[config.mk]
export PLATFORM = sky130hd
export DESIGN_NAME = sys_bus_arbiter_flat
export DESIGN_NICKNAME = d
export VERILOG_FILES = /design/src/rtl/sys_bus_arbiter_if.sv /design/src/rtl/sys_bus_arbiter.sv /design/src/flat_wrapper.sv
export SDC_FILE = /design/constraint.sdc
export NUM_CORES = 1
export LEC_CHECK = 0
export CAP_MARGIN = 5
export CORE_MARGIN = 2
export CORE_UTILIZATION = 44
export CTS_CLUSTER_SIZE = 10
export DETAILED_ROUTE_END_ITERATION = 16
export GPL_TIMING_DRIVEN = 0
export HOLD_SLACK_MARGIN = 0.1
export PLACE_DENSITY = 0.68
export SYNTH_ARGS = -nofsm -noshare
export SYNTH_HDL_FRONTEND = slang
export SYNTH_SLANG_ARGS = --single-unit
[constraint.sdc]
create_clock -name clk -period 2.1 [get_ports clk]
set_input_delay 0.21 -clock clk [delete_from_list [all_inputs] [get_ports clk]]
set_output_delay 0.21 -clock clk [all_outputs]
set_load 0.02 [all_outputs]
[src/rtl/sys_bus_arbiter_if.sv]
// sys_bus_arbiter_if
//   Request/grant bundle between the two sys_bus masters and the arbiter.
//   Signals:
//     m0_req, m0_lock  master0 (CPU) request and no-preempt lock
//     m1_req, m1_lock  master1 (DMA/debug) request and no-preempt lock
//     grant0, grant1   registered bus ownership, never both high
//     hold_flag_m0/m1  requester stall (req & ~grant)
//     busy             either master owns the bus
//   Modports:
//     master  requester side: drives req/lock, observes grant/hold/busy
//     slave   arbiter side:   observes req/lock, drives grant/hold/busy
interface sys_bus_arbiter_if;
   logic m0_req;
   logic m0_lock;
   logic m1_req;
   logic m1_lock;
   logic grant0;
   logic grant1;
   logic hold_flag_m0;
   logic hold_flag_m1;
   logic busy;

   modport master (
      output m0_req, m0_lock, m1_req, m1_lock,
      input  grant0, grant1, hold_flag_m0, hold_flag_m1, busy
   );

   modport slave (
      input  m0_req, m0_lock, m1_req, m1_lock,
      output grant0, grant1, hold_flag_m0, hold_flag_m1, busy
   );
endinterface

[src/rtl/sys_bus_arbiter.sv]
// sys_bus_arbiter
//   Two-master sys_bus arbiter (master0 = CPU, master1 = DMA/debug).
//   One owner at a time, per-owner lock against preemption, and a tenure
//   limit so a waiting master gets the bus after MAX_TENURE owned cycles.
//   Ports:
//     clk   in  system clock
//     rst   in  synchronous active-high reset
//     bus   sys_bus_arbiter_if.slave (req/lock in, grant/hold/busy out)
//   Parameters:
//     MAX_TENURE  consecutive owned cycles allowed while the other waits (>=2)
//     TENURE_W    tenure counter width, must hold MAX_TENURE-1
//   Build option:
//     ARB_ROUND_ROBIN_EN  defined: IDLE tie goes to the master that did not
//                         own last (m0 first after reset).
//                         undefined: IDLE tie always goes to m1.
module sys_bus_arbiter #(
   parameter int MAX_TENURE = 8,
   parameter int TENURE_W   = 4
) (
   input logic             clk,
   input logic             rst,
   sys_bus_arbiter_if.slave bus
);

   typedef enum logic [1:0] {IDLE = 2'd0, OWN0 = 2'd1, OWN1 = 2'd2} state_e;

   localparam logic [TENURE_W-1:0] TEN_SAT = TENURE_W'(MAX_TENURE - 1);

   state_e              state_q, state_d;
   logic [TENURE_W-1:0] tenure_q, tenure_d;
   logic                tie_to_m0;

`ifdef ARB_ROUND_ROBIN_EN
   // 1 = master1 owned last; reset value makes the first tie go to m0
   logic last_owner_q, last_owner_d;

   assign tie_to_m0 = last_owner_q;

   always_comb begin
      last_owner_d = last_owner_q;
      if (state_d == OWN0 && state_q != OWN0) last_owner_d = 1'b0;
      if (state_d == OWN1 && state_q != OWN1) last_owner_d = 1'b1;
   end

   always_ff @(posedge clk) begin
      if (rst) last_owner_q <= 1'b1;
      else     last_owner_q <= last_owner_d;
   end
`else
   assign tie_to_m0 = 1'b0;
`endif

   // Next state and tenure. Tenure counts cycles the other master has been
   // waiting while we own; it resets whenever the waiter goes away.
   always_comb begin
      state_d  = state_q;
      tenure_d = tenure_q;
      case (state_q)
         IDLE: begin
            if (bus.m0_req && bus.m1_req) state_d = tie_to_m0 ? OWN0 : OWN1;
            else if (bus.m0_req)          state_d = OWN0;
            else if (bus.m1_req)          state_d = OWN1;
         end
         OWN0: begin
            if (!bus.m0_req)
               state_d = bus.m1_req ? OWN1 : IDLE;
            else if (bus.m1_req && !bus.m0_lock && tenure_q == TEN_SAT)
               state_d = OWN1;
            else if (!bus.m1_req)
               tenure_d = '0;
            else if (tenure_q != TEN_SAT)
               tenure_d = tenure_q + 1'b1;
         end
         OWN1: begin
            if (!bus.m1_req)
               state_d = bus.m0_req ? OWN0 : IDLE;
            else if (bus.m0_req && !bus.m1_lock && tenure_q == TEN_SAT)
               state_d = OWN0;
            else if (!bus.m0_req)
               tenure_d = '0;
            else if (tenure_q != TEN_SAT)
               tenure_d = tenure_q + 1'b1;
         end
         default: state_d = IDLE;
      endcase
      if (state_d != state_q) tenure_d = '0;
   end

   always_ff @(posedge clk) begin
      if (rst) begin
         state_q  <= IDLE;
         tenure_q <= '0;
      end else begin
         state_q  <= state_d;
         tenure_q <= tenure_d;
      end
   end

   assign bus.grant0       = (state_q == OWN0);
   assign bus.grant1       = (state_q == OWN1);
   assign bus.hold_flag_m0 = bus.m0_req & ~bus.grant0;
   assign bus.hold_flag_m1 = bus.m1_req & ~bus.grant1;
   assign bus.busy         = bus.grant0 | bus.grant1;

endmodule
[src/flat_wrapper.sv]
// flat-port wrapper written by rule: the top's interface ports become plain ports
module sys_bus_arbiter_flat 
#(
   parameter int MAX_TENURE = 8,
   parameter int TENURE_W   = 4
)
  (clk, rst, bus_m0_req, bus_m0_lock, bus_m1_req, bus_m1_lock, bus_grant0, bus_grant1, bus_hold_flag_m0, bus_hold_flag_m1, bus_busy);
  sys_bus_arbiter_if bus_i ();
  input logic clk;
  input logic rst;
  input wire logic [$bits(bus_i.m0_req)-1:0] bus_m0_req;
  input wire logic [$bits(bus_i.m0_lock)-1:0] bus_m0_lock;
  input wire logic [$bits(bus_i.m1_req)-1:0] bus_m1_req;
  input wire logic [$bits(bus_i.m1_lock)-1:0] bus_m1_lock;
  output wire logic [$bits(bus_i.grant0)-1:0] bus_grant0;
  output wire logic [$bits(bus_i.grant1)-1:0] bus_grant1;
  output wire logic [$bits(bus_i.hold_flag_m0)-1:0] bus_hold_flag_m0;
  output wire logic [$bits(bus_i.hold_flag_m1)-1:0] bus_hold_flag_m1;
  output wire logic [$bits(bus_i.busy)-1:0] bus_busy;
  assign bus_i.m0_req = bus_m0_req;
  assign bus_i.m0_lock = bus_m0_lock;
  assign bus_i.m1_req = bus_m1_req;
  assign bus_i.m1_lock = bus_m1_lock;
  assign bus_grant0 = bus_i.grant0;
  assign bus_grant1 = bus_i.grant1;
  assign bus_hold_flag_m0 = bus_i.hold_flag_m0;
  assign bus_hold_flag_m1 = bus_i.hold_flag_m1;
  assign bus_busy = bus_i.busy;
  sys_bus_arbiter #(.MAX_TENURE(MAX_TENURE), .TENURE_W(TENURE_W)) u_core (.clk(clk), .rst(rst), .bus(bus_i));
endmodule
# Word-level counts from Yosys, hierarchy flattened
# Cells that the tools add are included.
[op_classes] addsub=1 n_reduce_logical=11 n_eq_ne=9 n_bitwise=5 muxes=18
[ops] operator="4-bit 2-to-1 mux" n=7
[ops] operator="2-bit 2-to-1 mux" n=8
[ops] operator="2-bit != test (second input constant)" n=4
[ops] operator="4-bit one-hot mux with 2 select lines" n=1
[ops] operator="2-bit one-hot mux with 3 select lines" n=1
[ops] operator="1-bit logical AND" n=5
[ops] operator="5-bit AND reduction" n=1
[ops] operator="4-bit by 1-bit adder with 4-bit output (second input constant)" n=1
[ops] operator="4-bit by 3-bit == test with 1-bit output (second input constant)" n=1
[ops] operator="4-bit by 3-bit != test with 1-bit output (second input constant)" n=1
[ops] operator="1-bit bitwise AND" n=2
[ops] operator="2-bit by 1-bit == test with 1-bit output (second input constant)" n=1
[ops] operator="2-bit == test (second input constant)" n=1
[ops] operator="1-bit logical NOT" n=2
[ops] operator="2-bit logical NOT" n=1
[ops] operator="2-bit != test" n=1
[ops] operator="1-bit NOT" n=2
[ops] operator="2-bit nonzero test" n=1
[ops] operator="2-bit OR reduction" n=1
[ops] operator="1-bit 2-to-1 mux" n=1
[ops] operator="1-bit OR" n=1
[totals] register_bits=6 inputBits=6

# Longest topological paths before layout
[logic_depth] ltp_word=8 mapped_depth=8 mapped_depth_nobuf=8

# Worst setup path after synthesis
# No wires, ideal clock.
[synth_path] path_type="register -> register" start="register u_core.state_q[0]" end="register u_core.tenure_q[0]" setup_time_ns=0.129 setup_slack_ns=-0.241 synth_period_minus_slack_ns=2.341 arrival_ns=2.212 n_path_buf=0 stages_incl_launch_ff=9 t_required_ns=1.971 path_cell_list="dfxtp_1 inv_1 ha_1 nor2b_1 nor3_1 a21oi_1 nor4_1 o41ai_4 nor2_1"
[synth_between] word_cells_on_any_way=20
[synth_lines] item="start, declared" line="sys_bus_arbiter.sv:29" source="state_e state_q, state_d;"
[synth_lines] item="start signal, assigned" line="sys_bus_arbiter.sv:94" source="state_q <= state_d;"
[synth_lines] item="2-bit == test *"
[synth_lines] item="via bus_grant1" line="flat_wrapper.sv:16" source="output wire logic [$bits(bus_i.grant1)-1:0] bus_grant1;"
[synth_lines] item="2-bit one-hot mux with 3 select lines" line="sys_bus_arbiter.sv:58" source="case (state_q)"
[synth_lines] item="2-bit != test" line="sys_bus_arbiter.sv:86" source="if (state_d != state_q) tenure_d = '0;"
[synth_lines] item="2-bit OR reduction (no line)"
[synth_lines] item="end signal, assigned" line="sys_bus_arbiter.sv:95" source="tenure_q <= tenure_d;"
[synth_lines] item="end, declared" line="sys_bus_arbiter.sv:30" source="logic [TENURE_W-1:0] tenure_q, tenure_d;"
# The timed path passes the listed nets; every way through them passes the cells marked *.
# A chain may end at the register's enable or synchronous reset.

# Worst setup path after layout
[layout_path] start="register u_core.tenure_q[0]" end="register u_core.tenure_q[3]"
[layout_between] elab_chain_len=7 word_cells_on_any_way=23
[layout_lines] item="branches (longest 7 deep; another with 4-bit by 1-bit adder with 4-bit output)"
# Parallel ways; which one is timed is not known. The select of a mux whose other input is x is not followed.

==> impl_metrics.ini <==
[outcome]
status = complete, no violations

[synth]
ys_warn_count = 0
synthesis.nets = 84
ys_seq_area_share_pct = 20.30
syn_area_sq_um = 591.8
syn_area_per_cell_sq_um = 8.107
ys_seq_elements = 6
syn_inst = 73
yosys-top-cells-area = dfxtp_1 (20%), ha_1 (11%), nor2_1 (5.7%)
yosysTopAreaCellShare_pct = 20.30
synth_top_cell_by_area = dfxtp_1
synth_cell_type_count = 37

[clock_tree]
clockBufferDepth = 2
cts_tree = built
cts_max_level = 1
holdBufCountCts = 0
cts_inserted_buffers = 3
clock_sinks = 6
insertion_delay_ns = 0.24
clk_pin_slew_ns = 0.05
cts_root_buf = clkbuf_4

[sta]
final.setup.worst_slack_ns = 0.08779
finalHoldViolations = 0
finalMaxSlewViolations = 0
slew_headroom_pct = 66.69
fin_skew_ns = 0.003140
rsz0062_at_grt = true
fmax_mhz = 497.0
worstMarginPinSlew_ns = 0.4951
worst_hold_slack_ns = 0.5236
fin_crit_sh_pct = 95.82
setup_viol = 0
period_needed_ns = 2.012

[global_route]
grt_remaining_overflow = 0
grt_usage_pct = 18.33
grt_pass1_vias = 461
grt_max_degree = 11
grt_antenna_before_repair = 0
grt_pass1_wl_mm = 2.021

[placement]
dp_hpwl_um = 957
dpl_cell_area_sq_um = 737.0
port_buffers = 10
globalplace.congestion = 0.8245
place_ws_ns = -0.1887
place_inst = 98

[cells_and_area]
diodes = 0
instances_no_fill = 104
nets = 102
stdcell_area_sq_um = 845.8
drive_above_1_share_pct = 32.58
syn_to_final_growth_pct = 42.92

[routing]
drcViolationCount = 0
wl_per_cell_um = 12.89
drtAntennaViolNets = 0
firstDrtPassIters = 4
drtIter0Drc = 13
wl_mm = 1.341
viasPerCell = 5.856
vias = 609

[power_and_ir_drop]
p_int_uw = 262.0
p_sw_share_pct = 32.98
p_sw_uw = 128.9
finalPower_uw = 390.9
p_per_area_nw_per_um2 = 462.2
p_leak_uw = 0.0003000
peakVddDrop_mv = 0.3705
p_comb_share_pct = 40.6
pwr-share-clk_pct = 26.5
pwr-share-seq_pct = 32.9

[critical_path]
ff2ff_path_depth = 7
start_kind = register
timing.rr.end = u_core.tenure_q[3]$_SDFFE_PP0P_
crit_type = register to register
crit_fanout = 4
r2r_start = u_core.tenure_q[0]$_SDFFE_PP0P_
endpoint_kind = register
crit_required_ns = 2.28
crit_arrival_ns = 2.19
reg2reg_slack_ns = 0.09

[die]
core_area_sq_um = 1285
die_h_um = 40.68
die_w_um = 40.68
pin_count = 11
num_rows = 13
initial_utilization_pct = 46.06
dieArea_sq_um = 1654

[hold_path]
min_path_cells = 2
whs_endpoint = u_core.tenure_q[3]$_SDFFE_PP0P_
hp-start = u_core.tenure_q[3]$_SDFFE_PP0P_
min_path_type = register to register

[flow_run]
drv_cap = 0
## per-layer routing
| layer | global-route usage, % | up-vias | share of wire [%] |
|---|---|---|---|
| met5 | 0 | - | 0 |
| met4 | 5.000 | 0 | 0 |
| met3 | 3.261 | 0 | 4.8 |
| met2 | 26.98 | 19 | 45 |
| met1 | 26.97 | 281 | 50 |
| li1 | - | 309 | - |
## placed cells by master, fill, tap and decap left out, types with 2 or more instances in the layout
cell,n
o211ai_1,2
o21ai_1,2
buf_2,2
nand2_1,6
buf_4,3
nor4_1,2
clkdlybuf4s50_1,10
a21oi_2,2
dfxtp_1,4
inv_4,2
mux2i_1,2
nor2b_2,2
nor2_1,8
a21oi_1,3
ha_4,3
clkbuf_4,3
o21a_1,3
## worst max-delay path by stage
stage,from,endpoint,depth (start not counted)
final,u_core.tenure_q[0]$_SDFFE_PP0P_,u_core.tenure_q[3]$_SDFFE_PP0P_,7
after global routing,u_core.tenure_q[0]$_SDFFE_PP0P_,u_core.tenure_q[3]$_SDFFE_PP0P_,7
after CTS,u_core.state_q[1]$_SDFF_PP0_,u_core.tenure_q[1]$_SDFFE_PP0P_,8
after detailed placement,u_core.state_q[0]$_SDFF_PP0_,u_core.tenure_q[1]$_SDFFE_PP0P_,8
after global placement,u_core.state_q[0]$_SDFF_PP0_,u_core.tenure_q[1]$_SDFFE_PP0P_,8
after floorplan,u_core.state_q[0]$_SDFF_PP0_,u_core.tenure_q[0]$_SDFFE_PP0P_,8
## worst max-delay path: stages, from the launching register on
cell and delay [ns]:
dfxtp_1 0.33, ha_2 0.20, and3b_1 0.21, a21bo_1 0.25, a221oi_4 0.34, nand4_1 0.16, or3_1 0.35, a21oi_2 0.11
## kinds of logic after synthesis
family | Yosys count | synth area share (%)
XOR/XNOR | 1 | 1.480
flip-flops | 6 | 20.30
AO/OA/AOI/OAI | 22 | 30.65
multiplexers | 2 | 3.383
AND/OR/NAND/NOR | 32 | 30.02
adder cells (fa/ha/maj) | 5 | 10.57
buffers and inverters | 5 | 3.594
## synthesized netlist by cell type (all sizes together)
cell type and n:
xnor2 1, inv 3, a31oi 2, o31ai 1, nand4 1, o211ai 2, nor2 9, nand2b 1
and4 1, or3 1, or2 1, dfxtp 6, o2111a 1, ha 5, buf 2, a21oi 5
and2 1, a311oi 1, o21a 3, nor4b 1, nand2 6, nand3 1, nor2b 3, o41ai 1
a211oi 1, o21ai 3, nor4 2, nand3b 1, mux2i 2, nor3 2, and3b 1, a21bo 1
a221oi 1
## flip-flops by register name (all words and copies together) (netlist names)
signal and flops:
u_core.state_q 2, u_core.tenure_q 4
## power by group through the flow
stage,Clock (uW),Sequential (uW),Combinational [uW]
floorplan,0,127,97.1
CTS,110,127,138
global route,116,129,172
global placement,0,129,134
finish,103,129,159
detailed placement,0,129,135
## what timing repair did
| item | 4_1_cts | 5_1_grt |
|---|---|---|
| gates resized for setup | 3 | 12 |
| setup endpoints to repair | 4 | 4 |
| setup buffers | 0 | 3 |
| pin swaps | 2 | 5 |
## metrics by stage
step / TNS (ns) / util (%)
floorplan: 0 / -
global placement: -0.6047 / 57.35
detailed placement: -0.6834 / 57.35
CTS: 0 / 59.69
global route: -0.07034 / 65.82
finish: 0 / 65.82
## final cells by class
type / count / area [sq um]
Fill cell: 109 / 439.2
Timing Repair Buffer: 13 / 122.6
Buffer: 2 / 10.01
Clock buffer: 3 / 22.52
Inverter: 3 / 16.27
Tap cell: 15 / 18.77
Sequential cell: 6 / 125.1
Multi-Input combinational cell: 62 / 530.5
Power figures use the tool's default switching activity.
